## src/rtl/vend_pkg.sv

```systemverilog
// Types and constants shared by the vending controller and the change dispenser.
// The change code counts 0.5 units: bit 1 requests a 1.0 coin, bit 0 a 0.5 coin.
package vend_pkg;

    typedef enum logic [2:0] {
        ST_IDLE,
        ST_VEND,
        ST_P10,
        ST_W10,
        ST_P05,
        ST_W05,
        ST_DONE,
        ST_ERR
    } disp_state_e;

    localparam logic [1:0] CHG_NONE = 2'd0;
    localparam logic [1:0] CHG_05   = 2'd1;
    localparam logic [1:0] CHG_10   = 2'd2;
    localparam logic [1:0] CHG_15   = 2'd3;

    // Phase that follows 'cur' once it has finished; phases not requested
    // by the latched sell flag and change code are skipped.
    function automatic disp_state_e next_phase(
        input disp_state_e cur,
        input logic        sell,
        input logic [1:0]  chg
    );
        next_phase = ST_DONE;
        if ((cur == ST_IDLE) && sell) begin
            next_phase = ST_VEND;
        end else if (((cur == ST_IDLE) || (cur == ST_VEND)) && chg[1]) begin
            next_phase = ST_P10;
        end else if ((cur != ST_P05) && (cur != ST_W05) && chg[0]) begin
            next_phase = ST_P05;
        end
    endfunction

endpackage

```

## src/rtl/change_dispenser_if.sv

```systemverilog
// Handshake bundle between the vending controller / hopper pads and the
// change dispenser. The master side drives requests and acks.
interface change_dispenser_if;

    logic       sell;
    logic [1:0] change;
    logic       coin10_ack;
    logic       coin05_ack;
    logic       err_clr;

    logic       vend_out;
    logic       coin10_out;
    logic       coin05_out;
    logic       busy;
    logic       done;
    logic       err;
    logic       ovf;

    modport master (
        output sell,
        output change,
        output coin10_ack,
        output coin05_ack,
        output err_clr,
        input  vend_out,
        input  coin10_out,
        input  coin05_out,
        input  busy,
        input  done,
        input  err,
        input  ovf
    );

    modport slave (
        input  sell,
        input  change,
        input  coin10_ack,
        input  coin05_ack,
        input  err_clr,
        output vend_out,
        output coin10_out,
        output coin05_out,
        output busy,
        output done,
        output err,
        output ovf
    );

endinterface

```

## src/rtl/change_dispenser_timer.sv

```systemverilog
// Loadable down-counter shared by the pulse-width and ack-timeout phases.
// It stops at zero and flags it.
module disp_timer #(
    parameter int CNT_W = 16
) (
    input  logic             clk,
    input  logic             rst,
    input  logic             load,
    input  logic [CNT_W-1:0] load_val,
    input  logic             en,
    output logic             zero
);

    logic [CNT_W-1:0] cnt_q;
    logic [CNT_W-1:0] cnt_d;

    always_comb begin
        cnt_d = cnt_q;
        if (load) begin
            cnt_d = load_val;
        end else if (en && (cnt_q != '0)) begin
            cnt_d = cnt_q - 1'b1;
        end
    end

    always_ff @(posedge clk or posedge rst) begin
        if (rst) begin
            cnt_q <= '0;
        end else begin
            cnt_q <= cnt_d;
        end
    end

    assign zero = (cnt_q == '0);

endmodule

```

## src/rtl/change_dispenser.sv

```systemverilog
// Executes one vending result: vend motor pulse, then 1.0 and 0.5 coin
// ejects, each with a hopper ack handshake and timeout.
module change_dispenser
    import vend_pkg::*;
#(
    parameter int PULSE_CYC   = 4,
    parameter int ACK_TIMEOUT = 200,
    parameter int CNT_W       = 16
) (
    input logic               clk,
    input logic               rst,
    change_dispenser_if.slave bus
);

    disp_state_e state_q;
    disp_state_e state_d;

    logic       sell_q;
    logic       sell_d;
    logic [1:0] chg_q;
    logic [1:0] chg_d;
    logic       ack10_q;
    logic       ack10_d;
    logic       ack05_q;
    logic       ack05_d;
    logic       ovf_q;
    logic       ovf_d;

    logic vend_q;
    logic vend_d;
    logic coin10_q;
    logic coin10_d;
    logic coin05_q;
    logic coin05_d;
    logic busy_q;
    logic busy_d;
    logic done_q;
    logic done_d;
    logic err_q;
    logic err_d;

    logic             tmr_load;
    logic             tmr_en;
    logic [CNT_W-1:0] tmr_val;
    logic             tmr_zero;

    logic ev;
    logic ack10_now;
    logic ack05_now;

    disp_timer #(
        .CNT_W (CNT_W)
    ) u_timer (
        .clk      (clk),
        .rst      (rst),
        .load     (tmr_load),
        .load_val (tmr_val),
        .en       (tmr_en),
        .zero     (tmr_zero)
    );

    assign ev        = bus.sell | (bus.change != CHG_NONE);
    assign ack10_now = ack10_q | bus.coin10_ack;
    assign ack05_now = ack05_q | bus.coin05_ack;

    // Acks are remembered for the whole pulse+wait of their own coin type,
    // so an early ack lets the wait phase be skipped entirely.
    always_comb begin
        state_d  = state_q;
        sell_d   = sell_q;
        chg_d    = chg_q;
        ovf_d    = ovf_q;
        tmr_load = 1'b0;
        tmr_en   = 1'b0;
        tmr_val  = '0;

        ack10_d = ((state_q == ST_P10) || (state_q == ST_W10)) && ack10_now;
        ack05_d = ((state_q == ST_P05) || (state_q == ST_W05)) && ack05_now;

        case (state_q)
            ST_IDLE: begin
                if (ev) begin
                    sell_d  = bus.sell;
                    chg_d   = bus.change;
                    state_d = next_phase(ST_IDLE, bus.sell, bus.change);
                end
            end
            ST_VEND: begin
                if (tmr_zero) begin
                    state_d = next_phase(ST_VEND, sell_q, chg_q);
                end else begin
                    tmr_en = 1'b1;
                end
            end
            ST_P10: begin
                if (tmr_zero) begin
                    state_d = ack10_now ? next_phase(ST_W10, sell_q, chg_q) : ST_W10;
                end else begin
                    tmr_en = 1'b1;
                end
            end
            ST_W10: begin
                if (ack10_now) begin
                    state_d = next_phase(ST_W10, sell_q, chg_q);
                end else if (tmr_zero) begin
                    state_d = ST_ERR;
                end else begin
                    tmr_en = 1'b1;
                end
            end
            ST_P05: begin
                if (tmr_zero) begin
                    state_d = ack05_now ? ST_DONE : ST_W05;
                end else begin
                    tmr_en = 1'b1;
                end
            end
            ST_W05: begin
                if (ack05_now) begin
                    state_d = ST_DONE;
                end else if (tmr_zero) begin
                    state_d = ST_ERR;
                end else begin
                    tmr_en = 1'b1;
                end
            end
            ST_DONE: begin
                state_d = ST_IDLE;
            end
            ST_ERR: begin
                if (bus.err_clr) begin
                    state_d = ST_IDLE;
                end
            end
            default: begin
                state_d = ST_IDLE;
            end
        endcase

        if (state_d != state_q) begin
            if ((state_d == ST_VEND) || (state_d == ST_P10) || (state_d == ST_P05)) begin
                tmr_load = 1'b1;
                tmr_val  = CNT_W'(PULSE_CYC - 1);
            end else if ((state_d == ST_W10) || (state_d == ST_W05)) begin
                tmr_load = 1'b1;
                tmr_val  = CNT_W'(ACK_TIMEOUT - 1);
            end
        end

        // err_clr always wins over a simultaneous dropped event
        if (bus.err_clr) begin
            ovf_d = 1'b0;
        end else if (ev && (state_q != ST_IDLE)) begin
            ovf_d = 1'b1;
        end

        vend_d   = (state_d == ST_VEND);
        coin10_d = (state_d == ST_P10);
        coin05_d = (state_d == ST_P05);
        busy_d   = (state_d != ST_IDLE);
        done_d   = (state_d == ST_DONE);
        err_d    = (state_d == ST_ERR);
    end

    always_ff @(posedge clk or posedge rst) begin
        if (rst) begin
            state_q  <= ST_IDLE;
            sell_q   <= 1'b0;
            chg_q    <= CHG_NONE;
            ack10_q  <= 1'b0;
            ack05_q  <= 1'b0;
            ovf_q    <= 1'b0;
            vend_q   <= 1'b0;
            coin10_q <= 1'b0;
            coin05_q <= 1'b0;
            busy_q   <= 1'b0;
            done_q   <= 1'b0;
            err_q    <= 1'b0;
        end else begin
            state_q  <= state_d;
            sell_q   <= sell_d;
            chg_q    <= chg_d;
            ack10_q  <= ack10_d;
            ack05_q  <= ack05_d;
            ovf_q    <= ovf_d;
            vend_q   <= vend_d;
            coin10_q <= coin10_d;
            coin05_q <= coin05_d;
            busy_q   <= busy_d;
            done_q   <= done_d;
            err_q    <= err_d;
        end
    end

    assign bus.vend_out   = vend_q;
    assign bus.coin10_out = coin10_q;
    assign bus.coin05_out = coin05_q;
    assign bus.busy       = busy_q;
    assign bus.done       = done_q;
    assign bus.err        = err_q;
    assign bus.ovf        = ovf_q;

endmodule

```

## src/flat_wrapper.sv

```systemverilog
// flat-port wrapper written by rule: the top's interface ports become plain ports
module change_dispenser_flat import vend_pkg::*;
#(
    parameter int PULSE_CYC   = 4,
    parameter int ACK_TIMEOUT = 200,
    parameter int CNT_W       = 16
)
  (clk, rst, bus_sell, bus_change, bus_coin10_ack, bus_coin05_ack, bus_err_clr, bus_vend_out, bus_coin10_out, bus_coin05_out, bus_busy, bus_done, bus_err, bus_ovf);
  change_dispenser_if bus_i ();
  input logic clk;
  input logic rst;
  input wire logic [$bits(bus_i.sell)-1:0] bus_sell;
  input wire logic [$bits(bus_i.change)-1:0] bus_change;
  input wire logic [$bits(bus_i.coin10_ack)-1:0] bus_coin10_ack;
  input wire logic [$bits(bus_i.coin05_ack)-1:0] bus_coin05_ack;
  input wire logic [$bits(bus_i.err_clr)-1:0] bus_err_clr;
  output wire logic [$bits(bus_i.vend_out)-1:0] bus_vend_out;
  output wire logic [$bits(bus_i.coin10_out)-1:0] bus_coin10_out;
  output wire logic [$bits(bus_i.coin05_out)-1:0] bus_coin05_out;
  output wire logic [$bits(bus_i.busy)-1:0] bus_busy;
  output wire logic [$bits(bus_i.done)-1:0] bus_done;
  output wire logic [$bits(bus_i.err)-1:0] bus_err;
  output wire logic [$bits(bus_i.ovf)-1:0] bus_ovf;
  assign bus_i.sell = bus_sell;
  assign bus_i.change = bus_change;
  assign bus_i.coin10_ack = bus_coin10_ack;
  assign bus_i.coin05_ack = bus_coin05_ack;
  assign bus_i.err_clr = bus_err_clr;
  assign bus_vend_out = bus_i.vend_out;
  assign bus_coin10_out = bus_i.coin10_out;
  assign bus_coin05_out = bus_i.coin05_out;
  assign bus_busy = bus_i.busy;
  assign bus_done = bus_i.done;
  assign bus_err = bus_i.err;
  assign bus_ovf = bus_i.ovf;
  change_dispenser #(.PULSE_CYC(PULSE_CYC), .ACK_TIMEOUT(ACK_TIMEOUT), .CNT_W(CNT_W)) u_core (.clk(clk), .rst(rst), .bus(bus_i));
endmodule
```

## config.mk

```make
export PLATFORM = sky130hd
export DESIGN_NAME = change_dispenser_flat
export DESIGN_NICKNAME = d
export VERILOG_FILES = /design/src/rtl/vend_pkg.sv /design/src/rtl/change_dispenser_if.sv /design/src/rtl/change_dispenser_timer.sv /design/src/rtl/change_dispenser.sv /design/src/flat_wrapper.sv
export SDC_FILE = /design/constraint.sdc
export NUM_CORES = 1
export LEC_CHECK = 0
export CAP_MARGIN = 20
export CORE_MARGIN = 8
export CORE_UTILIZATION = 57
export DETAILED_ROUTE_END_ITERATION = 10
export PLACE_DENSITY = 0.9
export SYNTH_ARGS = -nofsm -noshare
export SYNTH_HDL_FRONTEND = slang
export SYNTH_SLANG_ARGS = --single-unit
```

## constraint.sdc

```tcl
create_clock -name clk -period 3.7 [get_ports clk]
set_input_delay 0.925 -clock clk [delete_from_list [all_inputs] [get_ports clk]]
set_output_delay 0.925 -clock clk [all_outputs]
set_load 0.03 [all_outputs]
```

; ---- After elaboration in Yosys (flattened, before gate mapping)
; Cells that the tools add are included.
[totals]
regBits = 30
in_bits = 8
out_inout_bits = 7
wordCells = 80
[classes]
n_addsub = 1
eq_ne = 15
n_mux = 30
bitwise = 3
reduce_logical = 19
[ops]
columns = operator, n
row1 = 16-bit 2-to-1 mux, 4
row2 = 3-bit 2-to-1 mux, 12
row3 = 3-bit equality test (second input constant), 8
row4 = 3-bit one-hot mux with 8 select lines, 1
row5 = 16-bit logical NOT, 1
row6 = 16-bit nonzero test, 1
row7 = 16-bit by 1-bit subtractor with 16-bit output (second input constant), 1
row8 = 3-bit by 2-bit equality test with 1-bit output (second input constant), 4
row9 = 1-bit 2-to-1 mux, 8
row10 = 8-bit 2-to-1 mux, 1
row11 = 3-bit by 1-bit equality test with 1-bit output (second input constant), 2
row12 = 2-bit 2-to-1 mux, 3
row13 = 2-bit nonzero test, 3
row14 = 3-bit nonzero test, 2
row15 = 1-bit logical OR, 5
row16 = 1-bit logical AND, 4
row17 = 3-bit logical NOT, 1
row18 = 3-bit != test, 1
row19 = 1-bit OR, 3
row20 = 1-bit one-hot mux with 3 select lines, 1
row21 = 3-bit OR reduction, 1
row22 = 2-bit AND reduction, 1

; ---- Logic depth before layout (Yosys ltp)
; Gate-level depths: netlist of run 1.
[logic_depth]
ltp_word = 11
depth_mapped = 11
depth_no_buf = 11

; ---- Modules after synthesis
; A second synthesis of run 1 with hierarchy kept.
[hier_totals]
hier_cells = 216
hier_area_um2 = 1921.8
[by_module_without_submodules]
columns = module, instances, cells_each, area_each_um2, seq_area_each_um2
row1 = disp_timer, 1, 122, 1034.7, 400.4
row2 = change_dispenser, 1, 94, 887.1, 350.3

; ---- Least setup slack after synthesis of run 1
; OpenSTA, ideal clock, no wires.
[synth_path]
kind = input to register
from = input port bus_coin10_ack
to = register u_core.u_timer.cnt_q[7]
arrival_ns = 2.758
required_ns = 3.580
slack_ns = 0.821
cell_stages = 10
path_cell_list = or2_2 > clkbuf_1 > o21ai_0 > a21o_1 > o21a_1 > inv_1 > or3_1 > nor4b_4 > o22a_1 > o211a_1
[synth_via]
elab_chain_len = 10
[synth_lines]
columns = item, line
row1 = from (decl), flat_wrapper.sv:14  ; input wire logic [$bits(bus_i.coin10_ack)-1:0] bus_coin10_ack;
row2 = 1-bit OR (*), change_dispenser.sv:63  ; assign ack10_now = ack10_q | bus.coin10_ack;
row3 = 3-bit 2-to-1 mux, change_dispenser.sv:97  ; state_d = ack10_now ? next_phase(ST_W10, sell_q, chg_q) : ST_W10;
row4 = 3-bit 2-to-1 mux, change_dispenser.sv:96  ; if (tmr_zero) begin
row5 = 3-bit one-hot mux with 8 select lines (*), change_dispenser.sv:80  ; case (state_q)
row6 = net u_core.state_d[2], change_dispenser.sv:16  ; disp_state_e state_d;
row7 = "3-bit by 2-bit equality test with 1-bit output, or another cell as far along", change_dispenser.sv:144  ; end else if ((state_d == ST_W10) || (state_d == ST_W05)) begin
row8 = "1-bit logical OR, on equally long branches", "change_dispenser.sv:144, change_dispenser.sv:141"
row9 = "8-bit 2-to-1 mux, or another cell as far along", change_dispenser.sv:144
row10 = 16-bit 2-to-1 mux / 1-bit 2-to-1 mux (equally long branches), change_dispenser.sv:141  ; if ((state_d == ST_VEND) || (state_d == ST_P10) || (state_d == ST_P05)) begin
row11 = 16-bit 2-to-1 mux / 1-bit 2-to-1 mux (equally long branches), change_dispenser.sv:140  ; if (state_d != state_q) begin
row12 = 16-bit 2-to-1 mux / 2-bit nonzero test (equally long branches), -
row13 = to (signal assigned), change_dispenser_timer.sv:30  ; cnt_q <= cnt_d;
row14 = to (decl), change_dispenser_timer.sv:14  ; logic [CNT_W-1:0] cnt_q;
; Mark *: on every way through the listed nets, which the timed path passes. The rest lies on a longest branch.
; A chain may end at the register's enable or synchronous reset.

; ---- Final worst setup path of run 1
; Ends and elaborated chain as after synthesis.

==> results of run 1 <==
report_power, final:
part / internal [mW] / switching (mW) / leakage, nW
clock network: 0.0855 / 0.111 / 0.0302
logic: 0.490 / 0.619 / 0.455
registers: 0.459 / 0.175 / 0.393
layout by cell type (no fill, tap or decap), types with 2 or more instances in the layout:
cell	instances
a211o_1	2
a21boi_1	2
a31oi_1	3
and3_1	3
buf_4	2
clkbuf_4	5
clkdlybuf4s50_1	14
dfrtp_1	30
inv_1	8
nand2_1	14
nand2b_1	4
nand3_1	8
nand4_1	2
nor2_1	27
nor2b_1	2
nor3_1	14
nor4_1	4
nor4_2	2
o211a_1	2
o21a_1	3
o21ai_0	8
or3_1	2
or4_1	2
xnor2_1	12
cells in the mapped netlist (2+ instances only):
master    number  share of area, %
nand3_1        8               2.3
nand2b_1       4               1.5
or4_1          2              0.88
or3_1          2              0.73
clkbuf_1       5               1.1
inv_1          8               1.8
a31oi_1        3               1.1
nand4_1        2              0.73
a21boi_1       2              0.88
dfrtp_1       30                44
nand2_1       14               3.1
nor4_2         2               1.5
o21a_1         3               1.3
nor2b_1        2              0.73
o21ai_0        8               2.3
nor2_1        27               5.9
a211o_1        2               1.0
and3_1         3               1.1
nor3_1        14               4.1
xnor2_1       12               6.2
buf_2          2              0.59
nor4_1         4               1.5
o211a_1        2               1.2
metrics by stage:
| step | hold WS (ps) | area, µm² |
|---|---|---|
| 6_report | 518.3 | 1923 |
| 2_1_floorplan | 471.1 | 1704 |
| 3_5_place_dp | 505.0 | 1872 |
| 4_1_cts | 527.0 | 1923 |
| 5_1_grt | 559.9 | 1923 |
| 3_3_place_gp | 486.3 | 1872 |
sequential cells by signal, summed over array words and instances (netlist names):
register	cells
u_core.bus.ovf	1
u_core.bus.err	1
u_core.state_q	3
u_core.bus.vend_out	1
u_core.bus.done	1
u_core.u_timer.cnt_q	16
u_core.chg_q	2
u_core.ack10_q	1
u_core.bus.coin10_out	1
u_core.bus.busy	1
u_core.bus.coin05_out	1
u_core.ack05_q	1
per-layer routing:
| layer | global-route usage (%) | vias up | share of wire, % | routed length, µm |
|---|---|---|---|---|
| met4 | 8.083 | 0 | 1.5 | 52 |
| met3 | 4.944 | 5 | 5.9 | 209 |
| li1 | - | 698 | - | - |
| met5 | 0 | - | 0 | 0 |
| met2 | 23.27 | 49 | 46 | 1618 |
| met1 | 19.38 | 673 | 47 | 1669 |
final timing paths:
check,startpoint,to,slack (ps)
worst max-delay path,bus_coin10_ack,u_core.u_timer.cnt_q[7],650
worst min-delay path,u_core.bus.ovf,u_core.bus.ovf,520
worst max register to register,u_core.u_timer.cnt_q[0],u_core.u_timer.cnt_q[6],740
worst min register to register,u_core.bus.ovf,u_core.bus.ovf,520
max in group asynchronous,rst,u_core.ack10_q,2460
min in group asynchronous,rst,u_core.u_timer.cnt_q[6],960
critical path, delay by kind of cell:
family                 cells  cell delay [ps]
AO/OA/AOI/OAI              4              770
AND/OR/NAND/NOR            4             1070
buffers and inverters      2              520
layout make-up:
type / instances / area share [%]
multi-input combinational: 141 / 46.52
sequential: 30 / 39.04
clock buffer: 6 / 2.668
inverter: 8 / 1.561
timing repair buffer: 16 / 8.068
tap: 33 / 2.147
cell families after synthesis:
group / after synthesis / synth area share [%]
and+or+nand+nor: 93 / 29.74
AOI/OAI and AO/OA: 33 / 14.76
adders and majority gates: 1 / 0.7341
buffers and inverters: 15 / 3.451
DFF: 30 / 44.05
xor gates and xnor gates: 13 / 6.681
muxes: 1 / 0.5874
==> flow_summary.toml, run 1 <==
[clock_tree]
clock_latency_ps = 340
clockBufferDepth = 2
cts_buffers = 5
cts_resized = 0
cts_max_level = 2
post-cts-setup-buffer-count = 0
cts_tree = "built"
root_buffer = "clkbuf_4"
holdBufCountCts = 0
clkSinkCount = 30
clk_pin_slew_worst_paths_ps = 90

[detailed_routing]
ant_nets = 0
drc = 0
drt-total-wl_um = 3549
routedWlPerCell_um = 15.17
num_vias = 1425
dr.pass1.iters = 4
routed_via_density = 6.090
drt-initial-drc-count = 113

[final_layout]
utilization_pct = 65.13
multi_input_area_um2 = 894.6
nFillCells = 259
drive_gt1_share_pct = 8.955
syn_to_final_growth_pct = 12.85
regArea_um2 = 750.7
antenna-diode-count = 0
nets = 211
layoutNonFillerInstCount = 234

[sta]
clock_skew_ps = 13.28
setup_ws_ps = 649.5
finalCritPeriodShare_pct = 82.45
fin_tns_setup_ps = 0
hold_viol = 0
tightest_slew_ps = 523.6
maxSlewHeadroom_pct = 65.09
setup_violations = 0
maxSlewViolCount = 0
fmax_ghz = 0.3278
rsz0062_at_grt = "no"
finalWorstPathRequiredPeriod_ps = 3051

[worst_setup_path]
cpMaxStageDelayCell = "clkdlybuf4s50_1"
rr_worst_depth = 10
cp_data_required_time_ps = 3940
path_cells = "clkdlybuf4s50_1 -> or2_2 -> nand3_1 -> o311a_1 -> o21a_1 -> inv_1 -> or3_1 -> nor4b_4 -> o22a_1 -> o211a_1"
cpPeakStageDelay_ps = 410
start_kind = "input pin"
path_class = "input pin to flop"
cp-end-kind = "flop"
worstPathArrival_ps = 3290
path_max_fanout = 7

[die]
coreArea_um2 = 2953
die_w_um = 70.68
io_pins = 15
die_area_um2 = 4996
dieHeight_um = 70.68
std_cell_rows = 20
start_util_pct = 57.71

[hold_path]
hold_depth = 2
hold_path.class = "flop to flop"

[global_route]
grt.total_usage_pct = 15.49
grt_pass1_vias = 1350
grt_pass1_wl_um = 6189
grt_overflow = 0
antenna_found_initial = 0
grt_max_degree = 31

[yosys]
yosys_most_used_dff = "dfrtp_1"
synth_edf_count = 0
synthCells = 186
mappedNetlistArea_um2 = 1704
yosysSeqAreaShare_pct = 44.05
synth-seq-cells = 30
async_flop_share_pct = 100.0
synth_fp_nets = 195
syn_area_per_cell_um2 = 9.162
yosys_warnings = 0
synth.distinct_cells = 48

[place]
placed_cells = 228
port_buffers = 14
dp_slack_ps = 321.0
hpwl_um = 2543
place_congestion = 0.8746

[power]
peakVddDrop_v = 0.0003924
leakagePower_nw = 0.8782
p_per_area_nw_per_um2 = 1009
total_power_mw = 1.941

[outcome]
status = "finished clean"

[flow_run]
cap_violations = 0
Note: power is estimated with default switching activity, not from simulation.
==> run 2, diff against run 1 <==
Settings changed: CORE_UTILIZATION 57 to 51, PLACE_DENSITY 0.9 to 0.86.
Clock period 3.7 ns to 2.58 ns, I/O delays scaled along.
==> flow_summary.toml, run 2 (synthesized netlist as in run 1, its figures left out) <==
[outcome]
status = "finished clean"

[power]
seqPwrFrac_pct = 26.3
combPwrFrac_pct = 64.7
switching_share_pct = 44.40
p_int_mw = 1.896
p_per_area_nw_per_um2 = 1472
switchingPower_mw = 1.514
peakVddDrop_v = 0.0007527
total_power_mw = 3.410
clkPwrFrac_pct = 8.9
leakagePower_nw = 1.069

[place]
place_area_um2 = 2138
placed_cells = 273
hpwl_um = 2914
port_buffers = 14
place_congestion = 0.8815

[hold_path]
hold_path.class = "flop to flop"

[global_route]
grt_max_degree = 31
antenna_found_initial = 0
grt_pass1_vias = 1504
grt_pass1_wl_um = 6775
grt.total_usage_pct = 16.37
grt_overflow = 0

[sta]
finalWorstPathRequiredPeriod_ps = 2468
finalCritPeriodShare_pct = 95.65
tightest_slew_ps = 484.1
maxSlewHeadroom_pct = 67.73
clock_skew_ps = 19.75
fmax_ghz = 0.4052
hold_viol = 0
setup_violations = 0
maxSlewViolCount = 0

[detailed_routing]
routedWlPerCell_um = 14.58
dr.pass1.iters = 4
drc = 0
ant_nets = 0
num_vias = 1568
routed_via_density = 5.560
drt-total-wl_um = 4112
drt-initial-drc-count = 91

[die]
coreArea_um2 = 3284
start_util_pct = 51.89
std_cell_rows = 21
io_pins = 15
die_area_um2 = 5447
dieHeight_um = 73.81
die_w_um = 73.81

[final_layout]
largestRegisters = "u_core.u_timer.cnt_q x16, u_core.state_q x3, u_core.chg_q x2"
utilization_pct = 70.55
nets = 244
drive_gt1_share_pct = 30.08
syn_to_final_growth_pct = 35.98
regMostFlops = "u_core.u_timer.cnt_q"
final_cell_mix = "buf_4, dfrtp_1, nor2_1, nand2_1, clkdlybuf4s50_1"
largest_register_ffs = 16
antenna-diode-count = 0
layoutNonFillerInstCount = 282
mostFrequentLayoutCell = "buf_4"
fin_area_um2 = 2317

[clock_tree]
clkSinkCount = 30
cts_max_level = 2
root_buffer = "clkbuf_4"
clock_latency_ps = 350
clk_pin_slew_worst_paths_ps = 110
cts_tree = "built"
clockBufferDepth = 2
cts_buffers = 5
holdBufCountCts = 0

[worst_setup_path]
start_kind = "input pin"
timing.rr.end = "u_core.u_timer.cnt_q[11]"
cp_data_required_time_ps = 2830
rrSetupSlack_ps = 150
worstPathArrival_ps = 2720
cp-startpoint = "bus_coin05_ack"
timing.rr.start = "u_core.u_timer.cnt_q[0]"
rr_worst_depth = 11
path_max_fanout = 4
cp-end-kind = "flop"
endpoint = "u_core.u_timer.cnt_q[7]"
path_class = "input pin to flop"

[flow_run]
cap_violations = 0
-- run 2: worst min path at each step --
stage,startpoint,slack (ps),cells after the start,endpoint
CTS,u_core.bus.ovf,520,2,u_core.bus.ovf
global route,u_core.chg_q[1],590,2,u_core.chg_q[1]
global placement,u_core.bus.ovf,490,2,u_core.bus.ovf
floorplan,u_core.ack10_q,470,2,u_core.ack10_q
finish,u_core.bus.ovf,520,2,u_core.bus.ovf
detailed placement,u_core.bus.ovf,490,2,u_core.bus.ovf
-- run 2: repair_timing --
action / 4_1_cts / 5_1_grt
buffers inserted: 0 / 1
endpoints found under the setup margin: 3 / 14
resized for setup: 2 / 24
pin swaps: 0 / 7
hold endpoints to repair: 0 / 0
-- run 2: power groups by stage --
stage               logic, mW  registers, mW  clock network [mW]
floorplan                1.26          0.881                   0
global placement         1.99          0.847                   0
detailed placement       2.05          0.855                   0
CTS                      2.07          0.850               0.313
global route             2.42          0.925               0.330
finish                   2.21          0.898               0.304
-- run 2: area by class of cell --
| cell class | count | area [µm²] |
|---|---|---|
| Fill cell | 251 | 967.2 |
| Inverter | 8 | 30.03 |
| Clock inverter | 2 | 12.51 |
| Clock buffer | 6 | 51.30 |
| Sequential cell | 30 | 752.0 |
| Timing Repair Buffer | 49 | 409.1 |
| Multi-Input combinational cell | 141 | 1005 |
| Tap cell | 46 | 57.56 |
-- run 2: worst max-delay path, stage by stage --
cell,delay [ps]
clkdlybuf4s50_1,430
nor3_2,230
a211o_1,170
o221a_4,210
o211ai_4,80
or3_1,390
nor4b_4,150
o22a_1,210
o211a_1,210
-- run 2: layer usage --
| layer | global-route usage, % | wire length, µm |
|---|---|---|
| met1 | 20.07 | 1789 |
| met2 | 25.69 | 2002 |
| met3 | 3.547 | 227 |
| met4 | 9.534 | 93 |
| met5 | 0 | 0 |
-- run 2: through the flow --
| step | TNS [ps] | worst slack [ps] | hold WS (ps) |
|---|---|---|---|
| after floorplan | -21.93 | -21.93 | 471.1 |
| after global placement | -4358 | -334.9 | 491.0 |
| after detailed placement | -5338 | -401.3 | 493.6 |
| after CTS | 0 | 0.7883 | 520.3 |
| after global routing | -89.85 | -16.40 | 590.5 |
| final | 0 | 112.2 | 517.1 |
==> run 3, diff against run 2 <==
Settings changed: CORE_UTILIZATION 51 to 56, DONT_BUFFER_PORTS from default to 1, PLACE_DENSITY 0.86 to 0.85.
==> flow_summary.toml, run 3 (synthesized netlist as in run 1, its figures left out) <==
[worst_setup_path]
cpMaxStageDelayCell = "dfrtp_1"
rrSetupSlack_ps = 9
start_kind = "flop"
path_class = "flop to flop"
critPathBufInv = 2
path_cells = "inv_2 -> ha_4 -> buf_4 -> nor3b_2 -> nand4_1 -> o21ai_2 -> o211ai_4 -> or3_4 -> nor4b_4 -> o22a_1 -> o211a_1"
cpPeakStageDelay_ps = 410
cp_data_required_time_ps = 2790
path_max_fanout = 6
crit_family = "simple AND/OR/NAND/NOR gates"
cp-end-kind = "flop"
worstPathArrival_ps = 2780

[sta]
fmax_ghz = 0.3890
maxSlewHeadroom_pct = 62.37
finalWorstPathRequiredPeriod_ps = 2571
clock_skew_ps = 9.874
hold_viol = 0
rsz0062_at_grt = "yes"
setup_ws_ps = 9.114
maxSlewViolCount = 0
setup_violations = 0
finalCritPeriodShare_pct = 99.65
tightest_slew_ps = 564.5

[clock_tree]
clockBufferDepth = 2
cts_tree = "built"
clock_latency_ps = 320
cts_buffers = 5
root_buffer = "clkbuf_4"
clkSinkCount = 30
clk_pin_slew_worst_paths_ps = 90
cts_max_level = 2

[place]
hpwl_um = 2696
place_congestion = 0.9573
place_area_um2 = 1847
placed_cells = 228
port_buffers = 0
dp_slack_ps = -4.818

[detailed_routing]
ant_nets = 0
drc = 0
num_vias = 1454
routedWlPerCell_um = 15.76
dr.pass1.iters = 4
drt-initial-drc-count = 75
routed_via_density = 6.058
drt-total-wl_um = 3782

[final_layout]
largestRegisters = "u_core.u_timer.cnt_q x16, u_core.state_q x3, u_core.chg_q x2"
fin_area_um2 = 1984
drive_gt1_share_pct = 22.71
syn_to_final_growth_pct = 16.45
largest_register_ffs = 16
nets = 216
layoutNonFillerInstCount = 240
regMostFlops = "u_core.u_timer.cnt_q"
mostFrequentLayoutCell = "dfrtp_1"
final_cell_mix = "dfrtp_1, nor2_1, buf_4, nor3_1, nand2_1"
antenna-diode-count = 0

[global_route]
grt_overflow = 0
grt.total_usage_pct = 15.45
grt_max_degree = 31
antenna_found_initial = 0
grt_pass1_wl_um = 6320
grt_pass1_vias = 1447

[flow_run]
cap_violations = 0

[power]
p_per_area_nw_per_um2 = 1563
clkPwrFrac_pct = 8.0
peakVddDrop_v = 0.0008755
combPwrFrac_pct = 60.2
seqPwrFrac_pct = 31.8
leakagePower_nw = 0.9196
switchingPower_mw = 1.416
p_int_mw = 1.686
switching_share_pct = 45.65

[hold_path]
hold_path.class = "input pin to async pin"

[die]
std_cell_rows = 20
dieHeight_um = 71.17
coreArea_um2 = 2978
start_util_pct = 57.23
die_w_um = 71.17
io_pins = 15
die_area_um2 = 5064

[outcome]
status = "finished clean"
==> run 3: worst paths after layout <==
kind                                    startpoint                       end  depth (start not counted)
setup / recovery           u_core.u_timer.cnt_q[1]   u_core.u_timer.cnt_q[7]                         11
hold / removal                                 rst  u_core.u_timer.cnt_q[13]                          2
setup reg to reg           u_core.u_timer.cnt_q[1]   u_core.u_timer.cnt_q[7]                         11
hold reg to reg                     u_core.ack10_q            u_core.ack10_q                          2
max in group asynchronous                      rst       u_core.bus.vend_out                          2
min in group clk                       bus_err_clr            u_core.bus.ovf                          1
==> run 3: power groups by stage <==
stage                     combinational [mW]  sequential [mW]  clock [mW]
after CTS                               1.71            0.960       0.255
final                                   1.87            0.987       0.249
after global routing                    2.06             1.01       0.276
after detailed placement                1.68            0.963           0
after floorplan                         1.26            0.881           0
after global placement                  1.61            0.947           0
==> run 3: layout make-up <==
| class | count | area (µm²) |
|---|---|---|
| sequential | 30 | 750.7 |
| timing repair buffer | 21 | 165.2 |
| multi-input combinational | 141 | 952.2 |
| inverter | 8 | 30.03 |
| clock buffer | 7 | 45.04 |
| tap | 33 | 41.29 |
| fill | 224 | 993.5 |
==> run 3: stage by stage <==
| step | hold WS, ps | util (%) | TNS [ps] | power, mW |
|---|---|---|---|---|
| floorplan | 471.1 | - | -21.93 | 2.142 |
| detailed placement | 521.7 | 62.02 | -4.818 | 2.645 |
| finish | 272.9 | 66.64 | 0 | 3.102 |
| CTS | 271.3 | 64.20 | 0 | 2.927 |
| global placement | 494.6 | 62.02 | 0 | 2.559 |
| global route | 292.7 | 66.64 | -410.5 | 3.343 |
==> run 3: routing by layer <==
metal,part of all wire (%),vias to the layer above,global-route usage [%]
met5,0,-,0
met4,1.5,0,6.236
met3,5.3,6,5.508
met2,49,39,25.92
met1,44,706,17.29
li1,-,703,-
==> run 3: repair_timing <==
item | 4_1_cts | 5_1_grt
pin swaps | 1 | 6
endpoints found under the setup margin | 3 | 16
endpoints found under the hold margin | 0 | 0
gates resized for setup | 2 | 11
hold buffers | 0 | 0
setup buffers | 1 | 4
==> variant, RTL diff (config.mk and constraints of run 2) <==
`CNT_W` is set to 16 in 3 places; all go to 14.
--- a/src/rtl/change_dispenser_timer.sv
+++ b/src/rtl/change_dispenser_timer.sv
@@ -1,7 +1,7 @@
 // Loadable down-counter shared by the pulse-width and ack-timeout phases.
 // It stops at zero and flags it.
 module disp_timer #(
-    parameter int CNT_W = 16
+    parameter int CNT_W = 14
 ) (
     input  logic             clk,
     input  logic             rst,
--- a/src/rtl/change_dispenser.sv
+++ b/src/rtl/change_dispenser.sv
@@ -5,7 +5,7 @@
 #(
     parameter int PULSE_CYC   = 4,
     parameter int ACK_TIMEOUT = 200,
-    parameter int CNT_W       = 16
+    parameter int CNT_W       = 14
 ) (
     input logic               clk,
     input logic               rst,
--- a/src/flat_wrapper.sv
+++ b/src/flat_wrapper.sv
@@ -3,7 +3,7 @@
 #(
     parameter int PULSE_CYC   = 4,
     parameter int ACK_TIMEOUT = 200,
-    parameter int CNT_W       = 16
+    parameter int CNT_W       = 14
 )
   (clk, rst, bus_sell, bus_change, bus_coin10_ack, bus_coin05_ack, bus_err_clr, bus_vend_out, bus_coin10_out, bus_coin05_out, bus_busy, bus_done, bus_err, bus_ovf);
   change_dispenser_if bus_i ();
Formal check against the unedited RTL: no difference found for any inputs over 10 cycles, from zero or initial values and one cycle with rst high; that may be too few to reach the edited logic, so the function may still have changed.
==> variant against run 2 <==
Global-route usage shrank 0.97 points. Hold slack better by 0.022 ns. Clock skew down 0.0070 ns. Count of clock-buffer cells in the layout decreased by 3. Sequential cell count fell by 2. Wire length down 3.5%. Register-to-register slack worse by 0.03 ns. Largest cell class unchanged. Maximum frequency shrank 1.9%. Synthesized area down 6.5%. Cell area shrank 11%. Setup slack got worse by 0.047 ns. Power down 20%.
==> variant: results (changes against run 2) <==
Min path
  • WHS Endpoint: u_core.u_timer.cnt_q[1]
  • Hold path depth: 1 (-1)
  • Hold wc startpoint: u_core.u_timer.cnt_q[1]

Global route
  • Total GRT Usage: 15.4% (-0.97 points)
  • First-pass GRT wire length: 6330 um (-6.5%)
  • Largest net degree at the start of global routing: 29 (-6.5%)
  • Vias in the first global route: 1366 (-9.2%)

Clock tree
  • Htree depth: 1 (-1)
  • Worst skew pair latency: 0.33 ns (-0.02 ns)
  • CTS Buf Count: 3 (-2)

Final layout
  • Layout cells sized above 1: 26.0% (-4.1 points)
  • Nets: 211 (-14%)

Placed design
  • HPWL after DPL: 2700 um (-7.2%)
  • Post-place instance area: 0.00191 mm2 (-11%)
  • Post-place setup slack: -0.274 ns (+0.128 ns)

Setup path
  • FF-to-FF End: u_core.u_timer.cnt_q[1]
  • Crit Path Max Fanout: 11 (+7)
  • Worst reg2reg startpoint: u_core.u_timer.cnt_q[1]
  • CP Launch Point: bus_err_clr
  • Reg2Reg Depth: 10 (-1)
  • Critical Path AT: 2.74 ns (+0.02 ns)

Yosys
  • Net count after synthesis: 169 (-13%)
  • Cell variety after synth: 49 (+2.1%)
  • Post-synthesis sequential area ratio: 44.0% (-0.062 points)
  • Synth top area cells: dfrtp_1, nor2_1, xnor2_1
  • Top post-synthesis cells by count: dfrtp_1, nor2_1, a21oi_1, nor3_1, inv_1

Timing
  • Clock Skew: 0.0128 ns (-0.00697 ns)
  • Max transition margin: 68.0% (+0.28 points)

Routing
  • Avg Vias per Cell: 6.10 (+9.7%)
  • Routed WL per cell: 17.0 um (+17%)

Power
  • Leakage: 0.929 nW (-13%)
  • VDD IR-drop max: 818 uV (+8.6%)

Status
  • Status: finished clean
-- variant: layout make-up --
class                      instances  share of cell area [%]
multi-input combinational        118                    43.1
inverter                           8                    1.46
timing repair buffer              43                    18.1
clock buffer                       3                    1.10
sequential                        28                    34.2
tap                               33                    2.01
-- variant: through the flow --
stage / cells / power [W] / utilization (%) / hold WS [ns]
after global routing: 233 / 0.00292 / 68.4 / 0.555
after detailed placement: 224 / 0.00233 / 63.7 / 0.509
after global placement: 224 / 0.00225 / 63.7 / 0.478
final: 233 / 0.00274 / 68.4 / 0.539
after floorplan: 160 / 0.00182 / - / 0.466
after CTS: 230 / 0.00255 / 65.6 / 0.541
-- variant: power by group through the flow --
| stage | Clock, W | Combinational (W) | Sequential [W] |
|---|---|---|---|
| 2_1_floorplan | 0 | 0.00106 | 0.000756 |
| 3_3_place_gp | 0 | 0.00149 | 0.000760 |
| 3_5_place_dp | 0 | 0.00156 | 0.000770 |
| 4_1_cts | 0.000185 | 0.00161 | 0.000760 |
| 5_1_grt | 0.000197 | 0.00192 | 0.000805 |
| 6_report | 0.000179 | 0.00178 | 0.000779 |
-- variant: worst max-delay path: stages --
cell,delay [ns]
clkdlybuf4s50_1,0.47
buf_4,0.11
nor2b_1,0.07
o21ai_1,0.25
o311ai_4,0.16
a2111oi_4,0.43
mux2i_4,0.14
and2_4,0.23
a211o_1,0.23
-- variant: kinds of logic after synthesis --
kind of cell    after synthesis  share of synthesized area, %
mux                           2                          1.49
compound gates               38                          18.9
flops                        28                          44.0
xor+xnor                     10                          5.50
fa+ha+maj                     1                         0.785
simple gates                 67                          25.4
buf+inv                      14                          4.01
-- variant: metal layers --
layer  wire [um]  global-route usage [%]  vias to the layer above
met5           0                       0                        -
met4         115                    8.39                        0
met3         215                    2.65                       12
met2        1990                    25.9                       50
met1        1650                    18.1                      694
li1            -                       -                      665
-- variant: worst max-delay path by stage --
stage | end | depth (start not counted) | slack [ns]
2_1_floorplan | u_core.u_timer.cnt_q[1] | 10 | 0.12
3_5_place_dp | u_core.u_timer.cnt_q[1] | 8 | -0.27
4_1_cts | u_core.u_timer.cnt_q[1] | 9 | 0.02
5_1_grt | u_core.u_timer.cnt_q[1] | 9 | 0.009
6_report | u_core.u_timer.cnt_q[1] | 9 | 0.07
3_3_place_gp | u_core.u_timer.cnt_q[7] | 8 | -0.23
-- variant: timing repair --
item / CTS / global route
endpoints found under the setup margin: 1 / 14
hold buffers: 0 / 0
gates cloned: 0 / 0
pin swaps: 0 / 6
buffers inserted: 3 / 3
gates resized for setup: 0 / 15
